[src/rtl/axis_pad_gearbox.sv]
// Pad-ring width converter: narrow pad beats <-> wide core words on AXI-Stream.
// Latency: one cycle each way (final ingress lane -> core word; core word -> first pad beat).
// Backpressure: ingress stalls only word-completing beats; egress accepts a new word only on the final beat.
//
// Ports:
//   axi_clk, axi_reset          single clock, asynchronous active-high reset
//   pad_s_valid/data/last/ready IN_PAD_W-bit ingress beats from the pads
//   core_m_valid/data/last/ready IN_W-bit assembled words to the core
//   core_s_valid/data/last/ready OUT_W-bit result words from the core
//   pad_m_valid/data/last/ready OUT_PAD_W-bit egress beats to the pads
//   short_frame                 sticky: an ingress frame ended on a partial word
module axis_pad_gearbox #(
  parameter int IN_PAD_W  = 8,
  parameter int IN_W      = 32,
  parameter int OUT_W     = 16,
  parameter int OUT_PAD_W = 4
) (
  input  logic                 axi_clk,
  input  logic                 axi_reset,

  input  logic                 pad_s_valid,
  input  logic [IN_PAD_W-1:0]  pad_s_data,
  input  logic                 pad_s_last,
  output logic                 pad_s_ready,

  output logic                 core_m_valid,
  output logic [IN_W-1:0]      core_m_data,
  output logic                 core_m_last,
  input  logic                 core_m_ready,

  input  logic                 core_s_valid,
  input  logic [OUT_W-1:0]     core_s_data,
  input  logic                 core_s_last,
  output logic                 core_s_ready,

  output logic                 pad_m_valid,
  output logic [OUT_PAD_W-1:0] pad_m_data,
  output logic                 pad_m_last,
  input  logic                 pad_m_ready,

  output logic                 short_frame
);

  localparam int R_IN   = IN_W / IN_PAD_W;
  localparam int R_OUT  = OUT_W / OUT_PAD_W;
  localparam int CNT_W  = (R_IN  > 1) ? $clog2(R_IN)  : 1;
  localparam int BCNT_W = (R_OUT > 1) ? $clog2(R_OUT) : 1;
  localparam logic [CNT_W-1:0]  CNT_LAST  = CNT_W'(R_IN - 1);
  localparam logic [BCNT_W-1:0] BCNT_LAST = BCNT_W'(R_OUT - 1);

  // Reject parameter sets that cannot be split into whole lanes.
  generate
    if ((IN_W % IN_PAD_W) != 0) begin : g_bad_in_ratio
      $error("axis_pad_gearbox: IN_W must be a multiple of IN_PAD_W");
    end
    if ((OUT_W % OUT_PAD_W) != 0) begin : g_bad_out_ratio
      $error("axis_pad_gearbox: OUT_W must be a multiple of OUT_PAD_W");
    end
  endgenerate

  // ---------------------------------------------------------------------------
  // Ingress deserialiser
  // ---------------------------------------------------------------------------
  logic [IN_W-1:0]  acc;
  logic [CNT_W-1:0] cnt;
  logic             lane_last;
  logic             word_completing;
  logic             in_hs;
  logic [IN_W-1:0]  lane_word;

  assign lane_last       = (cnt == CNT_LAST);
  assign word_completing = lane_last || pad_s_last;

  // Only a beat that would load the output register can be blocked; partial
  // lanes always have room in the accumulator.
  assign pad_s_ready = !(word_completing && core_m_valid && !core_m_ready);
  assign in_hs       = pad_s_valid && pad_s_ready;

  // Incoming beat placed in its little-endian lane. Lanes above cnt in acc
  // are always zero (acc clears after every word), so OR-ing yields the
  // zero-padded word on an early last as well.
  assign lane_word = IN_W'(pad_s_data) << (cnt * IN_PAD_W);

  always_ff @(posedge axi_clk or posedge axi_reset) begin
    if (axi_reset) begin
      acc          <= '0;
      cnt          <= '0;
      core_m_valid <= 1'b0;
      core_m_data  <= '0;
      core_m_last  <= 1'b0;
      short_frame  <= 1'b0;
    end else begin
      if (core_m_valid && core_m_ready) begin
        core_m_valid <= 1'b0;
      end
      if (in_hs) begin
        if (word_completing) begin
          // pad_s_ready guarantees the output register is free or draining.
          core_m_valid <= 1'b1;
          core_m_data  <= acc | lane_word;
          core_m_last  <= pad_s_last;
          acc          <= '0;
          cnt          <= '0;
          if (!lane_last) begin
            short_frame <= 1'b1;
          end
        end else begin
          acc <= acc | lane_word;
          cnt <= cnt + 1'b1;
        end
      end
    end
  end

  // ---------------------------------------------------------------------------
  // Egress serialiser
  // ---------------------------------------------------------------------------
  logic [OUT_W-1:0]  sh;
  logic [BCNT_W-1:0] bcnt;
  logic              saved_last;
  logic              beat_final;
  logic              core_hs;
  logic              pad_hs;

  assign beat_final   = (bcnt == BCNT_LAST);
  // A new word may enter as the last beat of the current one leaves, which
  // keeps back-to-back words free of bubbles.
  assign core_s_ready = !pad_m_valid || (pad_m_ready && beat_final);
  assign core_hs      = core_s_valid && core_s_ready;
  assign pad_hs       = pad_m_valid && pad_m_ready;
  assign pad_m_data   = sh[OUT_PAD_W-1:0];

  always_ff @(posedge axi_clk or posedge axi_reset) begin
    if (axi_reset) begin
      sh          <= '0;
      bcnt        <= '0;
      saved_last  <= 1'b0;
      pad_m_valid <= 1'b0;
      pad_m_last  <= 1'b0;
    end else if (core_hs) begin
      sh          <= core_s_data;
      bcnt        <= '0;
      saved_last  <= core_s_last;
      pad_m_valid <= 1'b1;
      // With a single beat per word the first beat is also the final one.
      pad_m_last  <= core_s_last && (R_OUT == 1);
    end else if (pad_hs) begin
      sh <= sh >> OUT_PAD_W;
      if (beat_final) begin
        pad_m_valid <= 1'b0;
        bcnt        <= '0;
        pad_m_last  <= 1'b0;
      end else begin
        bcnt       <= bcnt + 1'b1;
        // pad_m_last is precomputed so it leaves a flop directly.
        pad_m_last <= saved_last && ((bcnt + 1'b1) == BCNT_LAST);
      end
    end
  end

endmodule

[config.mk]
export PLATFORM = sky130hd
export DESIGN_NAME = axis_pad_gearbox
export DESIGN_NICKNAME = d
export VERILOG_FILES = /design/src/rtl/axis_pad_gearbox.sv
export SDC_FILE = /design/constraint.sdc
export NUM_CORES = 1
export LEC_CHECK = 0
export CORE_ASPECT_RATIO = 0.8
export CORE_MARGIN = 2
export CORE_UTILIZATION = 45
export CTS_BUF_LIST = sky130_fd_sc_hd__clkbuf_8
export DETAILED_ROUTE_END_ITERATION = 6
export PLACE_DENSITY = 0.72
export SLEW_MARGIN = 20
export SYNTH_ARGS = -nofsm -noshare
export SYNTH_HDL_FRONTEND = slang
export SYNTH_SLANG_ARGS = --single-unit
[constraint.sdc]
create_clock -name axi_clk -period 3.05 [get_ports axi_clk]
set_clock_uncertainty 0.2 [all_clocks]
set_input_delay 0.7625 -clock axi_clk [delete_from_list [all_inputs] [get_ports axi_clk]]
set_output_delay 0.7625 -clock axi_clk [all_outputs]
set_load 0.005 [all_outputs]
Word level (Yosys, flattened, before mapping). Cells that the tools add are included.

Add/subtract/negate cells: 2. Eq/ne operators: 3. Shift operators: 1. Muxes and demuxes: 16. Bitwise gates (word level): 2. Reduce and logical (&&, ||, !) cells: 18.

Operators by type and width (number): $mux 16 (2); $mux 32 (1); $or 32x32->32 (1); $shl 8x5->32 (1); $mux 1 (9); $logic_and 1x1->1 (8); $mux 2 (4); $eq 2x2->1 const B (3); $add 2x1->2 const B (2); $reduce_and 2->1 (2); $reduce_bool 2->1 (2); $logic_not 1->1 (3); $reduce_and 3->1 (1); $logic_or 1x1->1 (2); $not 1->1 (1).

Register bits: 90. Input port bits: 32. Output and inout port bits: 43. Logic and storage cells: 53.

Depth between registers and ports, before layout. Gate-level depths: netlist of run 1.

Depth after elaboration: 7. Depth in mapped cells: 7. Mapped depth without buffers: 5.

Worst setup path after synthesis of run 1. Ideal clock, no wire load.

Kind: input to output. From: in core_m_ready. To: out pad_s_ready. Arrival: 1189 ps. Data required time: 2088 ps. Slack: 899 ps. Cell stages on the path: 3. Buffers on the path: 1. Path through: nand2b_1 > buf_2 > nand2b_1.

Longest elaborated chain between the ends: 3.

RTL lines: start: declaration (line 29) `input logic core_m_ready,`; $logic_not 1->1 (line 76) `assign pad_s_ready = !(word_completing && core_m_valid && !core_m_ready);`; $logic_and 1x1->1 (line 76); $logic_not 1->1 (line 76); end: declaration (line 24) `output logic pad_s_ready,`.

No other way between the ends.

Worst setup path after layout of run 1. Ends and elaborated chain as after synthesis.

==> summary.md, run 1 <==
| Metric | Value |
|---|---|
| Vias in the first global route | `3264` |
| CP delay by family, top | `buffers and inverters` |
| RSZ-0062 raised after global routing | `no` |
| Die area | `10400 um^2` |
| DRT iter0 DRCs | `196` |
| Layout fillers | `806` |
| Clock buffer depth | `2` |
| Netlist Area Pre-Place | `4300 um^2` |
| DRC viols | `0` |
| CP Cell Sequence | `clkdlybuf4s50_1 > nand2b_1 > nand2b_1 > clkdlybuf4s50_1` |
| Pin count of the biggest net entering global routing | `91` |
| Post-CTS Setup Bufs | `0` |
| Vias per Instance | `5.37` |
| Min-delay src | `sh[13]$_DFFE_PP0P_` |
| Least-Margin Pin Slew | `0.944 ns` |
| CP Data Required Time | `2.09 ns` |
| IO Count | `75` |
| Total track usage | `0.195` |
| Worst setup margin | `0.0577 ns` |
| WL final | `9360 um` |
| Reg clk slew, reported paths | `0.09 ns` |
| Worst hold-check path type | `flop to flop` |
| Slew Limit Fails | `0` |
| Nets | `515` |
| Vias | `3221` |
| Final hold violation count | `0` |
| IO buf count | `74` |
| Placed cell count | `584` |
| CTS resizes | `0` |
| Max_slew headroom | `0.369` |
| Final period util | `0.981` |
| Setup CP Type | `input pin to output pin` |
| RR Startpoint | `cnt[0]$_DFFE_PP0P_` |
| Pwr/cell area | `867 nW/um^2` |
| Core footprint | `9190 um^2` |
| GRT overflow | `0` |
| Max Fclk | `0.334 GHz` |
| Register area | `2250 um^2` |
| Area growth syn-to-layout | `23.7%` |
| Crit start category | `input pin` |
| Reg2reg setup slack | `1.00 ns` |
| Synth area leaders | `dfrtp_1, mux2i_1, a21oi_1` |
| Synth unique cells | `31` |
| Die H | `91.5 um` |
| FF-to-FF End | `core_m_data[8]$_DFFE_PP0P_` |
| Routability cong. | `0.789` |
| Tmin final | `2.99 ns` |
| Cell count of the worst reg-to-reg path | `6` |
| CP Max Fanout | `2` |
| Max incr delay on CP | `0.51 ns` |
| Worst skew pair latency | `0.36 ns` |
| Root buffer cell | `clkbuf_8` |
| Avg WL per Cell | `15.6 um` |
| Max cap viols | `0` |
| Outcome | `completed` |
| Post-DP HPWL | `6070 um` |
| VDD IR max | `0.382 mV` |
| Cts bufs inserted | `9` |
| H-tree depth | `3` |
| Crit end category | `output pin` |
| Fin cells | `600` |
| Main synth FF type | `dfrtp_1` |
| Syn_nets | `461` |
| Final core occ | `0.579` |
| Ant diodes | `0` |
| Sink Count | `90` |
| Post-synthesis register bit count | `90` |
| Rows | `31` |
| Final setup vio count | `0` |
| Yosys top cell by area | `dfrtp_1` |
| Crit path capture | `pad_s_ready` |
| CTS tree | `done` |
| Synthesized area per cell | `10.1 um^2` |
| Sequential area share after synthesis | `0.523` |
| Crit path from | `core_m_ready` |
| Synth Instances | `426` |
| Synth top area share | `0.523` |
| WP data arrival | `2.03 ns` |
| Setup WS pre-CTS | `0.0704 ns` |
| Post-CTS Hold Buffers | `0` |
| Drt pass-1 iters | `4` |
| Logic depth of the worst setup path including buffers | `4` |
| Antenna-violating nets left | `0` |
| CP max stage cell | `clkdlybuf4s50_1` |
| Setup tns final | `0 ns` |
| Leak | `2.34 nW` |
| Multi-input gate area | `1580 um^2` |
| EDFF count, synth | `0` |
| Proportion of layout cells with a drive suffix above 1 | `0.0763` |
| Crit path buf inv count | `2` |
| Die width | `113 um` |
| Initial antenna violation count | `0` |
| Pwr Total | `4.61 mW` |
| Initial Util | `0.468` |
| Asr flop ratio synth | `1.00` |
| YS warnings | `0` |
| First-pass GRT wire length | `16100 um` |
==> cell families after synthesis <==
group | after synthesis | share of synthesized area
compound gates | 137 | 0.200
simple gates | 34 | 0.0439
mux | 48 | 0.113
flops | 90 | 0.523
buf+inv | 114 | 0.111
fa+ha+maj | 3 | 0.00872
==> sequential cells by signal, summed over array words and instances, names as in the netlist <==
name / cells
pad_m_last: 1
pad_m_valid: 1
sh: 16
core_m_last: 1
core_m_data: 32
cnt: 2
acc: 32
short_frame: 1
bcnt: 2
saved_last: 1
core_m_valid: 1
==> final cells by class <==
cell class                 count  area share
sequential                    90       0.423
timing repair buffer          89       0.167
inverter                      68      0.0487
clock buffer                   9      0.0233
multi-input combinational    222       0.296
clock inverter                 7      0.0143
tap                          115      0.0270
==> power breakdown <==
group          switching, mW  leakage, nW  internal [mW]
Combinational          0.856         1.10          0.982
Sequential             0.269         1.14           1.68
Clock                  0.442       0.0966          0.386
==> per-layer routing <==
| layer | global-route usage | wire length [um] | up-vias |
|---|---|---|---|
| met5 | 0 | 0 | - |
| met4 | 0.0681 | 177 | 0 |
| met3 | 0.0381 | 404 | 14 |
| met2 | 0.291 | 4330 | 76 |
| met1 | 0.283 | 4450 | 1560 |
| li1 | - | - | 1571 |
==> through the flow <==
stage          hold slack (ns)  cell area (um^2)
6_report                 0.305              5320
5_1_grt                  0.329              5320
4_1_cts                  0.306              5320
3_5_place_dp             0.286              5120
3_3_place_gp             0.267              5120
2_1_floorplan            0.264              4310
==> worst reg2reg max path, stage by stage, from the launching register on <==
cell and delay [ns]:
dfrtp_1 0.46, ha_1 0.28, or2_1 0.25, buf_4 0.14, and3_2 0.24, buf_12 0.19, mux2i_1 0.16
==> worst min path at each step <==
stage / endpoint / slack [ns] / depth (start not counted)
after floorplan: sh[12]$_DFFE_PP0P_ / 0.26 / 1
after global placement: short_frame$_DFFE_PP0P_ / 0.27 / 1
after detailed placement: sh[13]$_DFFE_PP0P_ / 0.29 / 1
after CTS: sh[13]$_DFFE_PP0P_ / 0.31 / 1
after global routing: short_frame$_DFFE_PP0P_ / 0.33 / 1
final: sh[13]$_DFFE_PP0P_ / 0.31 / 1
==> synthesized netlist by cell type, types with 2 or more instances <==
library cell   n
inv_1         68
a22o_1         5
nor2_1         3
nand4_1        2
dfrtp_1       90
o2111ai_1     32
nand2_1        6
mux2i_1       45
mux2_2         3
a21oi_1       78
nand2b_1      16
buf_2         10
o21ai_0        2
nor2b_1        3
ha_1           3
clkbuf_1      28
buf_6          3
a21boi_0       2
o22ai_1       12
buf_4          4
==> cells in the final DEF, fill, tap and decap left out, drive strengths merged, types with 2 or more instances in the layout <==
cell           count
clkbuf             9
inv               70
dfrtp             90
o22ai             12
nand2b            16
nand2              6
nand4              2
a22o               5
buf               15
clkdlybuf4s50     74
o2111ai           32
a21oi             78
mux2i             45
clkinvlp           3
mux2               3
nor2               3
a21boi             2
o21ai              3
nor2b              3
ha                 3
Note: power is estimated with default switching activity, not from simulation.
==> run 2: changes to the inputs <==
--- a/config.mk
+++ b/config.mk
@@ -5,12 +5,12 @@
 export SDC_FILE = /design/constraint.sdc
 export NUM_CORES = 1
 export LEC_CHECK = 0
-export CORE_ASPECT_RATIO = 0.8
+export CORE_ASPECT_RATIO = 1.2
 export CORE_MARGIN = 2
 export CORE_UTILIZATION = 45
 export CTS_BUF_LIST = sky130_fd_sc_hd__clkbuf_8
 export DETAILED_ROUTE_END_ITERATION = 6
-export PLACE_DENSITY = 0.72
+export PLACE_DENSITY = 0.7
 export SLEW_MARGIN = 20
 export SYNTH_ARGS = -nofsm -noshare
 export SYNTH_HDL_FRONTEND = slang
==> constraint.sdc (replaced) <==
create_clock -name axi_clk -period 3.5 [get_ports axi_clk]
set_clock_uncertainty 0.2 [all_clocks]
set_input_delay 0.875 -clock axi_clk [delete_from_list [all_inputs] [get_ports axi_clk]]
set_output_delay 0.875 -clock axi_clk [all_outputs]
set_load 0.005 [all_outputs]
==> summary.md, run 2 (synthesis gave the netlist of run 1 again) <==
| Metric | Value |
|---|---|
| Outcome | `completed (unchanged)` |
| Reg2reg setup slack | `1.50 ns (was 1.00 ns)` |
| Avg WL per Cell | `15.9 um (was 15.6 um)` |
| Proportion of layout cells with a drive suffix above 1 | `0.0626 (was 0.0763)` |
| CTS tree | `done (unchanged)` |
| Cell count of the worst reg-to-reg path | `3 (was 6)` |
| CTS resizes | `0 (unchanged)` |
| IO buf count | `74 (unchanged)` |
| WP data arrival | `2.26 ns (was 2.03 ns)` |
| Core footprint | `9420 um^2 (was 9190 um^2)` |
| Total track usage | `0.196 (was 0.195)` |
| Layout fillers | `810 (was 806)` |
| Leak | `2.34 nW (about the same)` |
| CP Cell Sequence | `clkdlybuf4s50_1 > or2_1 > nand2b_1 > clkdlybuf4s50_1 (was clkdlybuf4s50_1 > nand2b_1 > nand2b_1 > clkdlybuf4s50_1)` |
| Die area | `10400 um^2 (about the same)` |
| Root buffer cell | `clkbuf_8 (unchanged)` |
| Max incr delay on CP | `0.53 ns (was 0.51 ns)` |
| Slew Limit Fails | `0 (unchanged)` |
| Vias per Instance | `5.40 (was 5.37)` |
| Setup CP Type | `input pin to output pin (unchanged)` |
| Post-CTS Hold Buffers | `0 (unchanged)` |
| Crit path from | `pad_s_last (was core_m_ready)` |
| Area growth syn-to-layout | `23.8% (was 23.7%)` |
| Routability cong. | `0.783 (was 0.789)` |
| Cts bufs inserted | `9 (unchanged)` |
| Commonest non-fill, non-tap cell in the layout | `dfrtp_1 (unchanged)` |
| Initial Util | `0.457 (was 0.468)` |
| Max_slew headroom | `0.309 (was 0.369)` |
| Most frequent CP cell | `clkdlybuf4s50_1` |
| Pwr Total | `4.15 mW (was 4.61 mW)` |
| First-pass GRT wire length | `16200 um (was 16100 um)` |
| Initial antenna violation count | `0 (unchanged)` |
| Rows | `39 (was 31)` |
| Pwr/cell area | `780 nW/um^2 (was 867 nW/um^2)` |
| Clock buffer depth | `2 (unchanged)` |
| DRC viols | `0 (unchanged)` |
| CP Data Required Time | `2.42 ns (was 2.09 ns)` |
| Min-delay src | `short_frame$_DFFE_PP0P_ (was sh[13]$_DFFE_PP0P_)` |
| Drt pass-1 iters | `4 (unchanged)` |
| Final period util | `0.954` |
| Crit start category | `input pin (unchanged)` |
| GRT overflow | `0 (unchanged)` |
| Antenna-violating nets left | `0 (unchanged)` |
| Vias in the first global route | `3309 (was 3264)` |
| Final setup vio count | `0 (unchanged)` |
| IO Count | `75 (unchanged)` |
| Post-DP HPWL | `6150 um (was 6070 um)` |
| Most frequent cells in the layout | `dfrtp_1, a21oi_1, clkdlybuf4s50_1, inv_1, mux2i_1 (unchanged)` |
| Max Fclk | `0.299 GHz` |
| Crit end category | `output pin (unchanged)` |
| Die width | `93.3 um (was 113 um)` |
| Worst hold-check path type | `flop to flop (unchanged)` |
| CP max stage cell | `clkdlybuf4s50_1 (unchanged)` |
| RR Startpoint | `cnt[0]$_DFFE_PP0P_ (unchanged)` |
| CP Max Fanout | `3 (was 2)` |
| Nets | `509 (was 515)` |
| Sink Count | `90 (unchanged)` |
| Hold depth | `1 (unchanged)` |
| WL final | `9590 um (was 9360 um)` |
| RSZ-0062 raised after global routing | `no (unchanged)` |
| Reg clk slew, reported paths | `0.09 ns (about the same)` |
| DRT iter0 DRCs | `215 (was 196)` |
| Die H | `111 um (was 91.5 um)` |
| Ant diodes | `0 (unchanged)` |
| Setup tns final | `0 ns (unchanged)` |
| Worst skew pair latency | `0.35 ns (was 0.36 ns)` |
| Least-Margin Pin Slew | `1.03 ns (was 0.944 ns)` |
| Post-CTS Setup Bufs | `0 (unchanged)` |
| Largest registers | `acc: 32 flops, core_m_data: 32 flops, sh: 16 flops (unchanged)` |
| Vias | `3252 (was 3221)` |
| Final hold violation count | `0 (unchanged)` |
| H-tree depth | `3 (unchanged)` |
| Tmin final | `3.34 ns` |
| Pin count of the biggest net entering global routing | `70 (was 91)` |
| Max cap viols | `0 (unchanged)` |
| VDD IR max | `0.430 mV (was 0.382 mV)` |
[run 2: through the flow]
| stage | cells | utilization | instance area, um^2 | worst slack [ns] | hold WS, ns |
|---|---|---|---|---|---|
| global placement | 586 | 0.539 | 5070 | 0.181 | 0.271 |
| global route | 602 | 0.565 | 5330 | 0.106 | 0.310 |
| CTS | 602 | 0.565 | 5330 | 0.160 | 0.295 |
| finish | 602 | 0.565 | 5330 | 0.160 | 0.294 |
| floorplan | 426 | - | 4300 | 0.0897 | 0.264 |
| detailed placement | 586 | 0.539 | 5070 | 0.171 | 0.274 |
[run 2: final cells by class]
class	instances	area (um^2)	area share
tap	123	154	0.0289
sequential	90	2250	0.423
inverter	68	256	0.0482
clock inverter	5	101	0.0190
clock buffer	11	151	0.0284
timing repair buffer	83	833	0.156
multi-input combinational	222	1580	0.296
[run 2: critical path, delay by kind of cell]
kind	cells	cell delay (ns)
and+or+nand+nor	2	0.41
buffers and inverters	2	0.98
[run 2: routing by layer]
metal,part of all wire,vias up,GRT usage
met5,0,-,0
li1,-,1569,-
met2,0.48,92,0.304
met4,0.028,0,0.0951
met1,0.45,1574,0.270
met3,0.038,17,0.0258
[run 2: report_power, final]
group          total [mW]  switching, mW  internal, mW
Sequential           1.70          0.237          1.46
Clock               0.881          0.369         0.511
Combinational        1.57          0.742         0.829
[run 2: final timing paths]
check | end
min in group asynchronous | sh[5]$_DFFE_PP0P_
max in group asynchronous | core_m_data[22]$_DFFE_PP0P_
max reg2reg | acc[10]$_DFFE_PP0P_
max | pad_s_ready
min | short_frame$_DFFE_PP0P_
min reg2reg | short_frame$_DFFE_PP0P_
